## src/rtl/seg7_pkg.sv

```systemverilog
// Shared 7-segment constants and the pattern-to-BCD decoder.
// Segments are active low, abcdefg order (bit6=a ... bit0=g).
package seg7_pkg;

  localparam logic [6:0] SEG_0     = 7'b0000001;
  localparam logic [6:0] SEG_1     = 7'b1001111;
  localparam logic [6:0] SEG_2     = 7'b0010010;
  localparam logic [6:0] SEG_3     = 7'b0000110;
  localparam logic [6:0] SEG_4     = 7'b1001100;
  localparam logic [6:0] SEG_5     = 7'b0100100;
  localparam logic [6:0] SEG_6     = 7'b0100000;
  localparam logic [6:0] SEG_7     = 7'b0001111;
  localparam logic [6:0] SEG_8     = 7'b0000000;
  localparam logic [6:0] SEG_9     = 7'b0000100;
  localparam logic [6:0] SEG_BLANK = 7'b1111111;

  localparam logic [3:0] BCD_BLANK = 4'hF;

  typedef enum logic {
    ST_COLLECT,
    ST_PUBLISH
  } scan_state_e;

  typedef struct packed {
    logic       legal;
    logic       blank;
    logic [3:0] bcd;
  } seg7_dec_t;

  // Blank is a legal pattern; anything unknown is illegal with bcd=F.
  function automatic seg7_dec_t seg7_decode(input logic [6:0] s);
    seg7_dec_t d;
    d.legal = 1'b1;
    d.blank = 1'b0;
    d.bcd   = BCD_BLANK;
    case (s)
      SEG_0:     d.bcd = 4'd0;
      SEG_1:     d.bcd = 4'd1;
      SEG_2:     d.bcd = 4'd2;
      SEG_3:     d.bcd = 4'd3;
      SEG_4:     d.bcd = 4'd4;
      SEG_5:     d.bcd = 4'd5;
      SEG_6:     d.bcd = 4'd6;
      SEG_7:     d.bcd = 4'd7;
      SEG_8:     d.bcd = 4'd8;
      SEG_9:     d.bcd = 4'd9;
      SEG_BLANK: d.blank = 1'b1;
      default:   d.legal = 1'b0;
    endcase
    return d;
  endfunction

endpackage

```

## src/rtl/seg_stability_filter.sv

```systemverilog
// Registers the bus once and fires one accept pulse per dwell
// once the sample has stayed unchanged long enough.
module seg_stability_filter #(
  parameter int WIDTH         = 11,
  parameter int STABLE_CYCLES = 4
) (
  input  logic             clk,
  input  logic             rst,
  input  logic [WIDTH-1:0] i_d,
  output logic [WIDTH-1:0] o_q,
  output logic             o_accept
);

  localparam int CW = $clog2(STABLE_CYCLES + 1);
  localparam logic [CW-1:0] CMAX  = CW'(STABLE_CYCLES);
  localparam logic [CW-1:0] CLAST = CW'(STABLE_CYCLES - 1);

  logic [WIDTH-1:0] r_q;
  logic [WIDTH-1:0] r_prev;
  logic [CW-1:0]    r_cnt;
  logic             w_diff;
  logic [CW-1:0]    w_cnt_nxt;

  assign w_diff = (r_q != r_prev);

  // Count unchanged cycles, restart on any change, saturate.
  always_comb begin
    w_cnt_nxt = '0;
    if (!w_diff) begin
      w_cnt_nxt = (r_cnt == CMAX) ? CMAX : r_cnt + 1'b1;
    end
  end

  // Accept only on the transition into the last count.
  assign o_accept = (w_cnt_nxt == CLAST) &&
                    (w_diff || (r_cnt != CLAST));
  assign o_q = r_q;

  // Input sample, previous sample and dwell counter.
  always_ff @(posedge clk or posedge rst) begin
    if (rst) begin
      r_q    <= '1;
      r_prev <= '1;
      r_cnt  <= '0;
    end else begin
      r_q    <= i_d;
      r_prev <= r_q;
      r_cnt  <= w_cnt_nxt;
    end
  end

endmodule

```

## src/rtl/seg_scan_decoder.sv

```systemverilog
// Snoops a multiplexed active-low 7-segment bus and republishes
// each complete scan frame as BCD with a valid or error pulse.
module seg_scan_decoder
  import seg7_pkg::*;
#(
  parameter int DIGITS        = 4,
  parameter int STABLE_CYCLES = 4
) (
  input  logic                  clk,
  input  logic                  rst,
  input  logic [6:0]            seg,
  input  logic [DIGITS-1:0]     an,
  output logic [4*DIGITS-1:0]   bcd_out,
  output logic [DIGITS-1:0]     blank_mask,
  output logic                  frame_valid,
  output logic                  frame_error
);

  logic [DIGITS+6:0]    w_sample;
  logic                 w_accept;
  logic [DIGITS-1:0]    w_an_sel;
  logic [6:0]           w_seg_q;
  logic                 w_none;
  logic                 w_onehot;
  logic                 w_multi;
  logic                 w_acc_dig;
  seg7_dec_t            w_dec;
  logic                 w_pub_go;
  logic [DIGITS-1:0]    w_seen_nxt;
  logic                 w_err_nxt;

  scan_state_e          r_state;
  scan_state_e          w_state_nxt;
  logic [DIGITS-1:0]    r_seen;
  logic                 r_err;
  logic [4*DIGITS-1:0]  r_shadow;
  logic [DIGITS-1:0]    r_shadow_blank;
  logic [4*DIGITS-1:0]  r_bcd;
  logic [DIGITS-1:0]    r_blank;
  logic                 r_fv;
  logic                 r_fe;

  seg_stability_filter #(
    .WIDTH        (DIGITS + 7),
    .STABLE_CYCLES(STABLE_CYCLES)
  ) u_filt (
    .clk     (clk),
    .rst     (rst),
    .i_d     ({an, seg}),
    .o_q     (w_sample),
    .o_accept(w_accept)
  );

  assign w_an_sel  = ~w_sample[DIGITS+6:7];
  assign w_seg_q   = w_sample[6:0];
  assign w_dec     = seg7_decode(w_seg_q);
  assign w_none    = (w_an_sel == '0);
  assign w_onehot  = !w_none &&
                     ((w_an_sel & (w_an_sel - 1'b1)) == '0);
  assign w_multi   = !w_none && !w_onehot;
  assign w_acc_dig = w_accept && w_onehot;
  assign w_pub_go  = (r_state == ST_COLLECT) && (&r_seen);

  // Next-state: publish for one cycle once every digit is seen.
  always_comb begin
    w_state_nxt = r_state;
    case (r_state)
      ST_COLLECT: if (w_pub_go) w_state_nxt = ST_PUBLISH;
      ST_PUBLISH: w_state_nxt = ST_COLLECT;
      default:    w_state_nxt = ST_COLLECT;
    endcase
  end

  // State register.
  always_ff @(posedge clk or posedge rst) begin
    if (rst) r_state <= ST_COLLECT;
    else     r_state <= w_state_nxt;
  end

  // Frame bookkeeping; an accept during publish joins the new frame.
  always_comb begin
    w_seen_nxt = (r_state == ST_PUBLISH) ? '0 : r_seen;
    w_err_nxt  = (r_state == ST_PUBLISH) ? 1'b0 : r_err;
    if (w_acc_dig) begin
      w_seen_nxt = w_seen_nxt | w_an_sel;
      if (!w_dec.legal) w_err_nxt = 1'b1;
    end
    if (w_accept && w_multi) w_err_nxt = 1'b1;
  end

  // Seen/error flags and per-digit shadow capture.
  always_ff @(posedge clk or posedge rst) begin
    if (rst) begin
      r_seen         <= '0;
      r_err          <= 1'b0;
      r_shadow       <= '1;
      r_shadow_blank <= '1;
    end else begin
      r_seen <= w_seen_nxt;
      r_err  <= w_err_nxt;
      for (int i = 0; i < DIGITS; i++) begin
        if (w_acc_dig && w_an_sel[i]) begin
          r_shadow[4*i +: 4] <= w_dec.bcd;
          r_shadow_blank[i]  <= w_dec.blank | ~w_dec.legal;
        end
      end
    end
  end

  // Registered outputs, pulses coincide with the publish cycle.
  always_ff @(posedge clk or posedge rst) begin
    if (rst) begin
      r_bcd   <= '0;
      r_blank <= '1;
      r_fv    <= 1'b0;
      r_fe    <= 1'b0;
    end else begin
      r_fv <= w_pub_go && !r_err;
      r_fe <= w_pub_go && r_err;
      if (w_pub_go && !r_err) begin
        r_bcd   <= r_shadow;
        r_blank <= r_shadow_blank;
      end
    end
  end

  assign bcd_out     = r_bcd;
  assign blank_mask  = r_blank;
  assign frame_valid = r_fv;
  assign frame_error = r_fe;

endmodule
```

## config.mk

```make
export PLATFORM = sky130hd
export DESIGN_NAME = seg_scan_decoder
export DESIGN_NICKNAME = d
export VERILOG_FILES = /design/src/rtl/seg7_pkg.sv /design/src/rtl/seg_stability_filter.sv /design/src/rtl/seg_scan_decoder.sv
export SDC_FILE = /design/constraint.sdc
export NUM_CORES = 1
export LEC_CHECK = 0
export CAP_MARGIN = 20
export CORE_MARGIN = 2
export CORE_UTILIZATION = 62
export DETAILED_ROUTE_END_ITERATION = 8
export DONT_BUFFER_PORTS = 1
export HOLD_SLACK_MARGIN = 0.05
export PLACE_DENSITY_LB_ADDON = 0.12
export SETUP_SLACK_MARGIN = 0.5
export SLEW_MARGIN = 30
export SYNTH_ARGS = -nofsm -noshare
export SYNTH_HDL_FRONTEND = slang
export SYNTH_SLANG_ARGS = --single-unit
```

## constraint.sdc

```tcl
create_clock -name clk -period 2.29 [get_ports clk]
set_input_delay 0.229 -clock clk [delete_from_list [all_inputs] [get_ports clk]]
set_output_delay 0.229 -clock clk [all_outputs]
set_load 0.05 [all_outputs]
```

== Yosys cells after proc, flatten, opt, wreduce, memory -nomap -nowiden ==
Index checks and enable logic that the tools add are counted.
Operators by class
  add/sub/neg operators: 2
  equality and inequality tests: 14
  mux-type cells: 13
  bitwise logic cells: 6
  reduce and logical (&&, ||, !) cells: 21
Operators by type and width (number)
  $pmux 4 s10: 1
  $eq 7x7->1 const B: 3
  $eq 7x3->1 const B: 2
  $eq 7x6->1 const B: 2
  $logic_and 1x1->1: 12
  $ne 11x11->1: 1
  $reduce_or 11->1: 1
  $logic_not 4->1: 2
  $mux 4: 2
  $eq 7x1->1 const B: 1
  $eq 7x4->1 const B: 1
  $eq 7x5->1 const B: 1
  $logic_not 7->1: 1
  $mux 1: 7
  $mux 3: 2
  $and 4x4->4: 1
  $not 4->4: 1
  $or 4x4->4: 1
  $reduce_and 4->1: 1
  $sub 4x1->4 const B: 1
  $add 3x1->3 const B: 1
  $eq 3x2->1 const B: 1
  $eq 3x3->1 const B: 1
  $logic_not 1->1: 3
  5 further kinds: 6
Storage, ports and cells
  register bits after elaboration: 73
  bits of input ports: 13
  output and inout port bits: 22
  word-level logic and storage cells: 74

== Depth between registers and ports, before layout ==
Gate-level depths: netlist of run 1.
  depth in word-level cells: 9
  depth in mapped cells: 8
  mapped depth without buffers: 7

== Hierarchy ==
From an unflattened synthesis of run 1, not the netlist that was laid out.
Unflattened totals
  cells, all modules: 226
  area total of the unflattened synthesis: 3006.6 um2
Modules (own cells, without submodules)
  seg_scan_decoder: instances 1, cells an instance 171, area each 2115.8 um2, seq. area each 1231.2 um2
  seg_stability_filter: instances 1, cells an instance 55, area each 890.9 um2, seq. area each 653.1 um2

== Worst setup path after synthesis of run 1 ==
No wires, ideal clock.
  path type: reg-to-reg
  start: register u_filt.r_cnt[0]
  end: register r_shadow[1]
  data arrival time: 2.011 ns
  data required time: 2.208 ns
  path slack: 0.197 ns
  stages on the path, launching flop included: 8
  path buffers: 1
  cells stage by stage: dfrtp_1 > ha_1 > ha_1 > nand4_1 > nor4_2 > and2_1 > buf_2 > mux2_2
On the way
  longest elaborated chain between the ends: 7
  elaborated cells between the ends (all ways): 10
Ends and longest elaborated chain
  start, declared: RTL line seg_stability_filter.sv:20  | logic [CW-1:0] r_cnt;
  start signal, assigned: RTL line seg_stability_filter.sv:48  | r_cnt <= w_cnt_nxt;
  $add 3x1->3 / $eq 3x3->1 (equally long branches): RTL line seg_stability_filter.sv:30  | w_cnt_nxt = (r_cnt == CMAX) ? CMAX : r_cnt + 1'b1;
  $mux 3: RTL line seg_stability_filter.sv:30
  $mux 3: RTL line seg_stability_filter.sv:29  | if (!w_diff) begin
  $eq 3x2->1: RTL line seg_stability_filter.sv:35  | assign o_accept = (w_cnt_nxt == CLAST) &&
  $logic_and 1x1->1 (*): RTL line seg_stability_filter.sv:35
  $logic_and 1x1->1 (*): RTL line seg_scan_decoder.sv:61  | assign w_acc_dig = w_accept && w_onehot;
  $logic_and 1x1->1 (*): RTL line seg_scan_decoder.sv:102  | if (w_acc_dig && w_an_sel[i]) begin
  end signal, assigned by index: RTL line seg_scan_decoder.sv:103  | r_shadow[4*i +: 4] <= w_dec.bcd;
  end, declared: RTL line seg_scan_decoder.sv:36  | logic [4*DIGITS-1:0] r_shadow;
Every way passes the cells marked *; elsewhere a longest branch is shown, timed or not.
A chain may end at the register's enable or synchronous reset.

== Final worst setup path of run 1 ==
  start: register u_filt.r_q[5] (netlist: u_filt.o_q[5])
  end: register r_shadow[4]
On the way
  longest elaborated chain between the ends: 6
  elaborated cells between the ends (all ways): 18
Ends and longest elaborated chain
  start, declared: RTL line seg_stability_filter.sv:18  | logic [WIDTH-1:0] r_q;
  start signal, assigned: RTL line seg_stability_filter.sv:46  | r_q <= i_d;
  $ne 11x11->1: RTL line seg_stability_filter.sv:24  | assign w_diff = (r_q != r_prev);
  $mux 3: RTL line seg_stability_filter.sv:29
  $eq 3x2->1: RTL line seg_stability_filter.sv:35
  $logic_and 1x1->1: RTL line seg_stability_filter.sv:35
  $logic_and 1x1->1: RTL line seg_scan_decoder.sv:61
  $logic_and 1x1->1: RTL line seg_scan_decoder.sv:102
Several ways; a longest one is shown, not always the timed one.

==> results of run 1 <==
[registers in the layout, summed over array words and instances, names as in the netlist]
register,cells
u_filt.r_cnt,3
frame_error,1
r_seen,4
r_shadow,16
r_err,1
blank_mask,4
r_shadow_blank,4
u_filt.r_prev,11
frame_valid,1
r_state,1
u_filt.o_q,11
bcd_out,16
[routing by layer]
layer | vias to the layer above | global-route usage
met5 | - | 0
met4 | 0 | 0.0848
met3 | 14 | 0.0827
met2 | 58 | 0.432
met1 | 956 | 0.299
li1 | 817 | -
[power breakdown]
part	leakage (nW)	switching (mW)	internal [mW]
logic	0.653	0.0760	0.0721
clock network	0.0894	0.444	0.449
registers	0.856	0.0268	1.33
total	1.60	0.547	1.85
[kinds of logic after synthesis]
logic type	share of synthesized area
and+or+nand+nor	0.0869
DFF	0.617
buffers and inverters	0.0336
adders and majority gates	0.0156
xor gates and xnor gates	0.0373
muxes	0.152
AOI/OAI and AO/OA	0.0570
[cell usage in the layout, fill, tap and decap left out, types with 2 or more instances in the layout]
master / netlist / layout
nand4_1: 4 / 4
a21oi_1: 4 / 3
nand2_1: 7 / 3
nand2_2: 0 / 2
nor3_1: 3 / 2
and2_4: 0 / 2
clkinv_2: 0 / 2
clkbuf_1: 4 / 2
nand3_1: 4 / 4
buf_4: 2 / 20
buf_6: 2 / 5
buf_12: 0 / 3
dlygate4sd3_1: 0 / 12
clkinvlp_4: 0 / 2
ha_4: 0 / 2
xnor2_2: 0 / 2
clkbuf_8: 0 / 11
mux2_2: 36 / 29
inv_1: 8 / 7
dfrtp_1: 27 / 27
xnor2_1: 12 / 10
nand3b_1: 2 / 2
a21o_1: 3 / 3
dfstp_2: 46 / 46
and4b_1: 2 / 2
nor2_1: 8 / 7
nand2_8: 0 / 2
nor3b_1: 2 / 2
mux2_4: 4 / 11
[layout make-up]
type	instances	area (µm²)	area share
sequential	73	1880	0.496
multi-input combinational	118	1240	0.325
timing repair buffer	40	387	0.102
clock buffer	13	159	0.0418
tap	67	83.8	0.0220
inverter	8	33.8	0.00888
clock inverter	3	17.5	0.00461
[what timing repair did]
action | 4_1_cts | 5_1_grt
hold buffers | 12 | 0
setup buffers | 22 | 4
endpoints found under the hold margin | 26 | 0
endpoints found under the setup margin | 25 | 27
cloned | 0 | 0
gates resized for setup | 26 | 6
pin swaps | 11 | 5
[how the worst max path moves through the flow]
stage	slack (ps)	depth (start not counted)	end	from
2_1_floorplan	360	6	r_shadow[11]	u_filt.o_q[5]
3_3_place_gp	150	5	r_shadow[1]	u_filt.o_q[2]
3_5_place_dp	20	7	r_shadow[1]	u_filt.r_cnt[0]
5_1_grt	170	9	r_shadow_blank[2]	u_filt.r_cnt[0]
4_1_cts	220	7	r_shadow_blank[2]	u_filt.r_cnt[1]
6_report	240	5	r_shadow[4]	u_filt.o_q[5]
==> reports/metrics.csv, run 1 <==
stage,metric,value,unit
detailed_routing,met2 wire length,3.23,mm
timing,hold_ws,389,ps
grt,largest net degree at the start of global routing,45,
setup_path,slowest CP cell,dfstp_2,
setup_path,Critical Path AT,2330,ps
timing,number of max-slew violations in the final report,0,
setup_path,Crit path max-delay family,simple AND/OR/NAND/NOR gates,
layout,fin util,0.805,
synth,Synth async-reset ratio,1.00,
clocking,clock-pin slew on the worst setup and hold paths,80,ps
setup_path,Setup CP Type,flop to flop,
layout,antenna cell count,0,
placement,routability cong.,0.787,
synth,"Distinct cells, synth",44,
grt,vias in the first global route,1933,
synth,Post-Syn Instances,211,
hold_path,Hold Startpoint,u_filt.o_q[2],
synth,"Cell Area, Synth",3050,µm²
grt,first-pass GRT wire length,9.83,mm
clocking,worst skew pair latency,350,ps
layout,Syn-to-layout area delta,24.5,%
setup_path,Worst R2R End,r_shadow[4],
detailed_routing,Residual DRC,0,
timing,crit path time final,2050,ps
timing,final setup TNS,0,ps
timing,Final Hold Fails,0,
detailed_routing,Routed WL,6.08,mm
clocking,H-tree depth,3,
die,Die Height,74.2,µm
setup_path,crit start category,flop,
timing,unrepaired setup endpoints after global routing,yes,
setup_path,Crit Path Max Fanout,6,
layout,Post-Layout Cell Count,322,
synth,main area contributors after synthesis,"dfstp_2 40%, dfrtp_1 22%, mux2_2 13%, xnor2_1 3.4%, mux2_4 2.0%",
detailed_routing,mean routed wirelength per cell,18.9,µm
detailed_routing,DR top layer,met4,
setup_path,WP data required,2570,ps
die,die area,5500,µm²
synth,"EDFF count, synth",0,
setup_path,launch point of the worst reg-to-reg path,u_filt.o_q[5],
placement,Cells after DPL,268,
timing,final worst setup slack,244,ps
timing,Rel. slew slack,0.576,
clocking,# clock sinks,73,
detailed_routing,DR iter-0 viols,86,
layout,Filler Cells Inserted,258,
placement,post-detail-place hpwl,3.57,mm
timing,fmax,0.489,GHz
clocking,Clock Path Buffers,2,
power,Pleak,1.60,nW
hold_path,WHS Endpoint,u_filt.r_prev[2],
synth,post-synthesis sequential area ratio,0.617,
synth,"flops & latches, synth",73,
timing,skew final,9.34,ps
detailed_routing,vias per cell,5.73,
layout,fin area,3800,µm²
placement,Port Buffers,0,
die,row count,25,
die,IO Pins,35,
clocking,CTS Buf Count,9,
clocking,CTS tree,built,
placement,Area after DPL,3140,µm²
run_status,status,"complete, no violations",
timing,post-route clock period utilization,0.894,
layout,layout cell share with drive strength beyond 1,0.612,
timing,Setup-failing EPs final,0,
placement,pre-CTS setup slack,20.2,ps
synth,"Avg Cell Area, Syn",14.5,µm²
setup_path,R2R Setup Slk,240,ps
detailed_routing,Met3 Routed Length,275,µm
job,max_cap viols,0,
detailed_routing,Post-DRT Antenna Nets,0,
synth,Syn. warnings,0,
detailed_routing,Vias,1845,
die,Initial Utilization,0.646,
layout,nets@finish,266,
synth,cell taking the most area after synthesis,dfstp_2,
die,DIE WIDTH,74.2,µm
clocking,Clock Tree Root,clkbuf_8,
setup_path,Critical path buffers and inverters,0,
timing,Worst-Margin Slew,634,ps
grt,grt total ovfl,0,
power,Power Total,2.40,mW
setup_path,crit end category,flop,
power,VDD IR max,666,µV
hold_path,type of the tightest min-delay check,flop to flop,
grt,total track usage,0.251,
synth,leading register cell type out of synthesis,dfstp_2,
synth,"count leader, synth",dfstp_2,
die,core area,4720,µm²
power,PD cells,630,nW/µm²
synth,"top cells by count, synth","46 x dfstp_2, 36 x mux2_2, 27 x dfrtp_1, 12 x xnor2_1",
hold_path,hold path depth,0,
setup_path,worst-path cell chain,or3b_4 -> a2111oi_4 -> or3_4 -> o22ai_2 -> mux2_4,
detailed_routing,router iterations before antenna repair,4,
synth,Syn Nets,227,
synth,Yosys top cell area share,0.396,
detailed_routing,Metal-1 WL,2.50,mm
setup_path,largest stage delay on the critical path,590,ps
grt,initial antenna violation count,0,
setup_path,worst reg-to-reg path cell count,5,
Note: power is estimated with default switching activity, not from simulation.
==> run 2, diff against run 1 <==
--- a/config.mk
+++ b/config.mk
@@ -5,13 +5,14 @@
 export SDC_FILE = /design/constraint.sdc
 export NUM_CORES = 1
 export LEC_CHECK = 0
+export ABC_AREA = 1
 export CAP_MARGIN = 20
 export CORE_MARGIN = 2
-export CORE_UTILIZATION = 62
+export CORE_UTILIZATION = 60
 export DETAILED_ROUTE_END_ITERATION = 8
 export DONT_BUFFER_PORTS = 1
 export HOLD_SLACK_MARGIN = 0.05
-export PLACE_DENSITY_LB_ADDON = 0.12
+export PLACE_DENSITY = 0.76
 export SETUP_SLACK_MARGIN = 0.5
 export SLEW_MARGIN = 30
 export SYNTH_ARGS = -nofsm -noshare
==> run 2 against run 1 <==
- via count increased by 28%
- hold slack gained 11 ps
- critical endpoint is now r_shadow[1]
- clock skew grew 2.5 ps
- global-route usage decreased by 1.6 points
- combinational power rose by 9%
- worst setup slack gained 210 ps
- die area is 5.2% higher
- power is 4.7% higher
- clock power grew 12%
==> reports/metrics.csv, run 2 <==
stage,metric,value,unit,change
run_status,status,"complete, no violations",,
layout,antenna cell count,0,,unchanged
clocking,clock-pin slew on the worst setup and hold paths,70,ps,about the same
power,Power Total,2.51,mW,+4.7%
timing,skew final,11.8,ps,+2.49 ps
timing,post-route clock period utilization,0.801,,-0.0922
setup_path,worst-path cell chain,ha_2 -> ha_4 -> o21ai_4 -> nor3_4 -> nand4_4 -> nor2_4 -> nand3_2 -> nand2_1,,
timing,Final Hold Fails,0,,unchanged
clocking,CTS Buf Count,9,,unchanged
power,Logic pwr share,0.064,,+0.002
clocking,worst skew pair latency,350,ps,about the same
detailed_routing,DR iter-0 viols,177,,+110%
synth,"Avg Cell Area, Syn",9.04,µm²,-38%
layout,Syn-to-layout area delta,23.8,%,
die,Die Height,76.1,µm,+2.6%
layout,nets@finish,398,,+50%
synth,Syn Nets,361,,+59%
layout,Sequential Area,1880,µm²,unchanged
clocking,Clock Tree Root,clkbuf_8,,
synth,Post-Syn Instances,345,,+64%
power,Pleak,1.85,nW,+15%
die,IO Pins,35,,unchanged
synth,"count leader, synth",nand2_1,,
timing,crit path time final,1840,ps,-211 ps
hold_path,type of the tightest min-delay check,flop to flop,,
timing,fmax,0.545,GHz,+12%
synth,Yosys top cell area share,0.388,,-0.00826
die,Initial Utilization,0.614,,-0.0320
setup_path,largest stage delay on the critical path,390,ps,-200 ps
synth,cell taking the most area after synthesis,dfstp_2,,
setup_path,Worst Setup SP,u_filt.r_cnt[1],,
setup_path,R2R Setup Slk,450,ps,+210 ps
power,Clock power frac,0.399,,+0.026
clocking,Clock Path Buffers,2,,unchanged
layout,"commonest non-fill, non-tap cell in the layout",nand2_1,,
detailed_routing,Routed WL,6.44,mm,+5.9%
grt,initial antenna violation count,0,,unchanged
job,max_cap viols,0,,unchanged
detailed_routing,router iterations before antenna repair,4,,unchanged
synth,main area contributors after synthesis,"dfstp_2 39%, dfrtp_1 22%, nand2_1 17%, nand3_1 4.3%, inv_1 3.9%",,
synth,"Cell Area, Synth",3120,µm²,+2.1%
placement,Port Buffers,0,,unchanged
timing,Worst-Margin Slew,577,ps,-56.9 ps
setup_path,Worst R2R End,r_shadow[1],,
detailed_routing,mean routed wirelength per cell,14.1,µm,-25%
setup_path,worst reg-to-reg path cell count,8,,+3
synth,leading register cell type out of synthesis,dfstp_2,,
detailed_routing,Residual DRC,0,,unchanged
power,Sw Ratio,0.238,,+0.00962
timing,Setup-failing EPs final,0,,unchanged
timing,unrepaired setup endpoints after global routing,yes,,
setup_path,slowest CP cell,dfrtp_1,,
layout,most frequent cells in the layout,"138 x nand2_1, 46 x dfstp_2, 27 x dfrtp_1",,
synth,"flops & latches, synth",73,,unchanged
setup_path,launch point of the worst reg-to-reg path,u_filt.r_cnt[1],,
synth,"EDFF count, synth",0,,unchanged
timing,number of max-slew violations in the final report,0,,unchanged
die,core area,5070,µm²,+7.4%
layout,Filler Cells Inserted,356,,+38%
clocking,H-tree depth,3,,unchanged
layout,fin util,0.760,,-0.0447
grt,largest net degree at the start of global routing,74,,+64%
detailed_routing,Vias,2370,,+28%
layout,layout cell share with drive strength beyond 1,0.341,,-0.271
setup_path,crit end category,flop,,
die,row count,26,,+4.0%
die,die area,5790,µm²,+5.2%
setup_path,crit start category,flop,,
detailed_routing,Post-DRT Antenna Nets,0,,unchanged
timing,Rel. slew slack,0.615,,+0.0384
synth,Syn. warnings,0,,unchanged
setup_path,end of the critical path,r_shadow[1],,
synth,post-synthesis sequential area ratio,0.604,,-0.0129
setup_path,WP data required,2580,ps,about the same
power,PD cells,650,nW/µm²,+3.2%
hold_path,hold path depth,0,,unchanged
power,VDD IR max,429,µV,-36%
grt,vias in the first global route,2242,,+16%
setup_path,Crit Path Max Fanout,6,,unchanged
power,cell-internal power,1.91,mW,+3.4%
layout,footprint of the multi-input gates,1270,µm²,+2.5%
power,sequential share of power,0.537,,-0.028
grt,grt total ovfl,0,,unchanged
timing,final setup TNS,0,ps,unchanged
clocking,# clock sinks,73,,unchanged
layout,Post-Layout Cell Count,457,,+42%
synth,"Distinct cells, synth",24,,-45%
timing,hold_ws,400,ps,+10.9 ps
setup_path,Critical Path AT,2130,ps,-200 ps
grt,total track usage,0.235,,-0.0164
placement,Cells after DPL,411,,+53%
placement,routability cong.,0.885,,+12%
synth,Synth async-reset ratio,1.00,,unchanged
grt,first-pass GRT wire length,10.4,mm,+6.0%
clocking,CTS tree,built,,
setup_path,Setup CP Type,flop to flop,,
detailed_routing,vias per cell,5.19,,-9.5%
die,DIE WIDTH,76.1,µm,+2.6%
synth,"top cells by count, synth","144 x nand2_1, 46 x dfstp_2, 32 x inv_1, 27 x dfrtp_1, 27 x nand3_1",,
placement,post-detail-place hpwl,3.73,mm,+4.6%
power,net switching power,597,µW,+9.1%
## run 2: per-layer routing
layer	routed length, µm	vias up	global-route usage
li1	-	1153	-
met3	350	15	0.0652
met2	3310	88	0.375
met4	145	0	0.113
met5	0	-	0
met1	2630	1114	0.300
## run 2: cells by family after synthesis
group | share of synthesized area
AND/OR/NAND/NOR | 0.295
buffers and inverters | 0.0566
AO/OA/AOI/OAI | 0.0181
flip-flops | 0.604
XOR/XNOR | 0.0140
adder cells (fa/ha/maj) | 0.0120
## run 2: what timing repair did
| action | CTS | global route |
|---|---|---|
| pin swaps | 14 | 9 |
| hold buffers | 12 | 0 |
| setup endpoints to repair | 25 | 25 |
| setup buffers | 4 | 11 |
| gates resized for setup | 24 | 22 |
| gates cloned | 3 | 0 |
| endpoints found under the hold margin | 38 | 0 |
## run 2: through the flow
step | area [µm²] | setup WS [ps]
floorplan | 3130 | 550
global placement | 3200 | 309
detailed placement | 3200 | 226
CTS | 3700 | 427
global route | 3860 | 354
finish | 3860 | 455
## run 2: cell type report
type                       instances  share of cell area
clock inverter                     5              0.0143
clock buffer                      11              0.0366
multi-input combinational        232               0.329
tap                               70              0.0227
sequential                        73               0.488
timing repair buffer              29              0.0707
inverter                          37              0.0386
## run 2: critical path: cells and delay by family, from the launching register on
family / cells / cell delay [ps]
simple gates: 5 / 870
fa+ha+maj: 2 / 480
flops: 1 / 390
compound gates: 1 / 60
## run 2: how the worst min path moves through the flow
stage | endpoint | slack, ps | start
6_report | u_filt.r_prev[8] | 400 | u_filt.o_q[8]
4_1_cts | u_filt.r_prev[2] | 390 | u_filt.o_q[2]
3_5_place_dp | bcd_out[15] | 230 | rst
2_1_floorplan | u_filt.o_q[0] | 230 | seg[0]
3_3_place_gp | frame_error | 230 | rst
5_1_grt | u_filt.r_prev[8] | 400 | u_filt.o_q[8]
## run 2: power by group through the flow
| stage | Clock (mW) | Combinational, mW | Sequential (mW) |
|---|---|---|---|
| 2_1_floorplan | 0 | 0.0764 | 1.36 |
| 4_1_cts | 1.02 | 0.137 | 1.35 |
| 3_5_place_dp | 0 | 0.0997 | 1.37 |
| 3_3_place_gp | 0 | 0.0972 | 1.37 |
| 5_1_grt | 1.08 | 0.177 | 1.35 |
| 6_report | 1.00 | 0.161 | 1.35 |
==> run 3, diff against run 2 <==
--- a/config.mk
+++ b/config.mk
@@ -8,11 +8,11 @@
 export ABC_AREA = 1
 export CAP_MARGIN = 20
 export CORE_MARGIN = 2
-export CORE_UTILIZATION = 60
+export CORE_UTILIZATION = 56
 export DETAILED_ROUTE_END_ITERATION = 8
 export DONT_BUFFER_PORTS = 1
 export HOLD_SLACK_MARGIN = 0.05
-export PLACE_DENSITY = 0.76
+export PLACE_DENSITY = 0.74
 export SETUP_SLACK_MARGIN = 0.5
 export SLEW_MARGIN = 30
 export SYNTH_ARGS = -nofsm -noshare
==> constraint.sdc (replaced) <==
create_clock -name clk -period 1.65 [get_ports clk]
set_input_delay 0.165 -clock clk [delete_from_list [all_inputs] [get_ports clk]]
set_output_delay 0.165 -clock clk [all_outputs]
set_load 0.05 [all_outputs]
==> run 3 against run 2 <==
- the run now ends with negative setup slack left
- clock power up 60%
- final area up 14%
- sequential power up 39%
- wire length up 21%
- via count up 5.8%
- sequential share of layout area down 5.5 points
- highest routed layer unchanged
- combinational power up 35%
- critical path depth up 3
- die area up 6.8%
- critical path type unchanged
==> reports/metrics.csv, run 3 (same netlist as run 2, synthesis figures left out) <==
stage,metric,value,unit,change
clocking,clock-pin slew on the worst setup and hold paths,90,ps,+20 ps
detailed_routing,mean routed wirelength per cell,16.2,µm,+15%
placement,routability cong.,0.793,,-10%
power,PD cells,836,nW/µm²,+29%
timing,post-route clock period utilization,1.13,,+0.331
setup_path,crit start category,flop,,
placement,Port Buffers,0,,unchanged
setup_path,largest stage delay on the critical path,540,ps,+150 ps
job,max_cap viols,0,,unchanged
setup_path,slowest CP cell,dfstp_2,,
run_status,status,finished with violations,,
die,row count,27,,+3.8%
layout,nets@finish,421,,+5.8%
die,die area,6180,µm²,+6.8%
layout,antenna cell count,0,,unchanged
grt,largest net degree at the start of global routing,62,,-16%
setup_path,Setup CP Type,flop to flop,,
grt,first-pass GRT wire length,12.3,mm,+18%
detailed_routing,DR iter-0 viols,242,,+37%
power,VDD IR max,770,µV,+80%
setup_path,"most used cell, CP",nand2_2,,
clocking,# clock sinks,73,,unchanged
power,Pleak,2.19,nW,+19%
clocking,H-tree depth,3,,unchanged
clocking,CTS tree,built,,
timing,final setup TNS,-4550,ps,-4550 ps
layout,Syn-to-layout area delta,41.3,%,
clocking,worst skew pair latency,370,ps,+20 ps
setup_path,worst-path cell chain,inv_2 -> nand2_2 -> nand2_2 -> nor2_2 -> nand2_2 -> nor2_4 -> nand3_4 -> nor2_4 -> nand3_4 -> nand2_1 -> nand2_1,,
detailed_routing,Residual DRC,0,,unchanged
die,core area,5440,µm²,+7.2%
die,Initial Utilization,0.573,,-0.0411
detailed_routing,vias per cell,5.20,,+0.29%
die,Die Height,78.6,µm,+3.3%
setup_path,worst reg-to-reg path cell count,11,,+3
timing,Worst-Margin Slew,328,ps,-249 ps
die,DIE WIDTH,78.6,µm,+3.3%
die,IO Pins,35,,unchanged
layout,most frequent cells in the layout,"88 x nand2_1, 46 x dfstp_2, 43 x nand2_2",,
layout,"commonest non-fill, non-tap cell in the layout",nand2_1,,
timing,Final Hold Fails,0,,unchanged
run_status,failing checks,negative setup slack,,
grt,total track usage,0.271,,+0.0356
grt,grt total ovfl,0,,unchanged
clocking,Clock Path Buffers,2,,unchanged
grt,vias in the first global route,2623,,+17%
placement,post-detail-place hpwl,4.01,mm,+7.5%
hold_path,type of the tightest min-delay check,input port to asynchronous set/reset pin,,
setup_path,WP data required,1950,ps,-630 ps
detailed_routing,Routed WL,7.83,mm,+21%
setup_path,crit end category,flop,,
setup_path,launch point of the worst reg-to-reg path,u_filt.o_q[2],,
timing,Rel. slew slack,0.781,,+0.166
timing,unrepaired setup endpoints after global routing,yes,,
timing,number of max-slew violations in the final report,0,,unchanged
detailed_routing,router iterations before antenna repair,5,,+1
timing,crit path time final,1870,ps,+33.8 ps
clocking,Clock Tree Root,clkbuf_8,,
power,Power Total,3.68,mW,+47%
timing,fmax,0.535,GHz,-1.8%
setup_path,Critical Path AT,2170,ps,+40 ps
layout,layout cell share with drive strength beyond 1,0.534,,+0.193
setup_path,Worst Setup SP,u_filt.o_q[2],,
timing,Setup-failing EPs final,26,,+26
setup_path,Crit Path Max Fanout,6,,unchanged
detailed_routing,Vias,2507,,+5.8%
grt,initial antenna violation count,0,,unchanged
detailed_routing,Post-DRT Antenna Nets,0,,unchanged
timing,skew final,17.0,ps,+5.15 ps
timing,final worst setup slack,-219,ps,-674 ps
clocking,CTS Buf Count,9,,unchanged
-- run 3: cell types whose count changed in the layout (fill, tap and decap cells not counted), moves of 7 or more --
cell,change
buf_12,+7
buf_4,+10
dfrtp_1,-18
dfrtp_2,+18
nand2_1,-50
nand2_2,+36
nand2_4,+14
nand3_1,+8
nand3_2,-8
-- run 3: report_power, final --
part           switching (mW)  leakage, nW  internal (mW)
Combinational           0.132         1.26         0.0848
Clock                   0.737        0.106          0.864
Sequential             0.0246        0.826           1.84
Total                   0.893         2.19           2.79
-- run 3: per-layer routing --
metal	track usage	part of all wire
met3	0.0483	0.034
met4	0.161	0.035
met1	0.307	0.38
met2	0.474	0.55
met5	0	0
-- run 3: final cells by class --
cell class                 instances  area (µm²)
clock buffer                       9         124
tap                               72        90.1
timing repair buffer              52         608
clock inverter                     7         101
inverter                          37         150
sequential                        73        1910
multi-input combinational        229        1390
fill                             334        1030
timing repair inverter             3        38.8
-- run 3: worst paths after layout --
kind                               endpoint  slack (ps)
hold reg to reg            u_filt.r_prev[3]         380
setup reg to reg                r_shadow[9]        -220
max in group asynchronous  u_filt.r_prev[9]         770
setup / recovery                r_shadow[9]        -220
min in group clk              u_filt.o_q[4]         340
hold / removal                  bcd_out[12]         230
-- run 3: what timing repair did --
action | in CTS | in global routing
cloned | 6 | 0
resized for setup | 78 | 52
setup buffers | 11 | 6
hold endpoints to repair | 39 | 0
hold buffers | 12 | 0
pin swaps | 34 | 27
setup endpoints to repair | 71 | 56
-- run 3: critical path: cells and delay by family (launching register included) --
| family | cells | cell delay (ps) |
|---|---|---|
| buffers and inverters | 1 | 40 |
| DFF | 1 | 540 |
| and+or+nand+nor | 10 | 1230 |
-- run 3: stage by stage --
step	std cells	utilization	area, µm²	hold WS (ps)	setup WS [ps]
finish	482	0.810	4410	227	-219
detailed placement	431	0.623	3390	11.9	-154
global route	482	0.810	4410	244	-322
CTS	476	0.772	4200	235	-140
global placement	431	0.623	3390	10.1	-127
floorplan	345	-	3180	169	-48.9
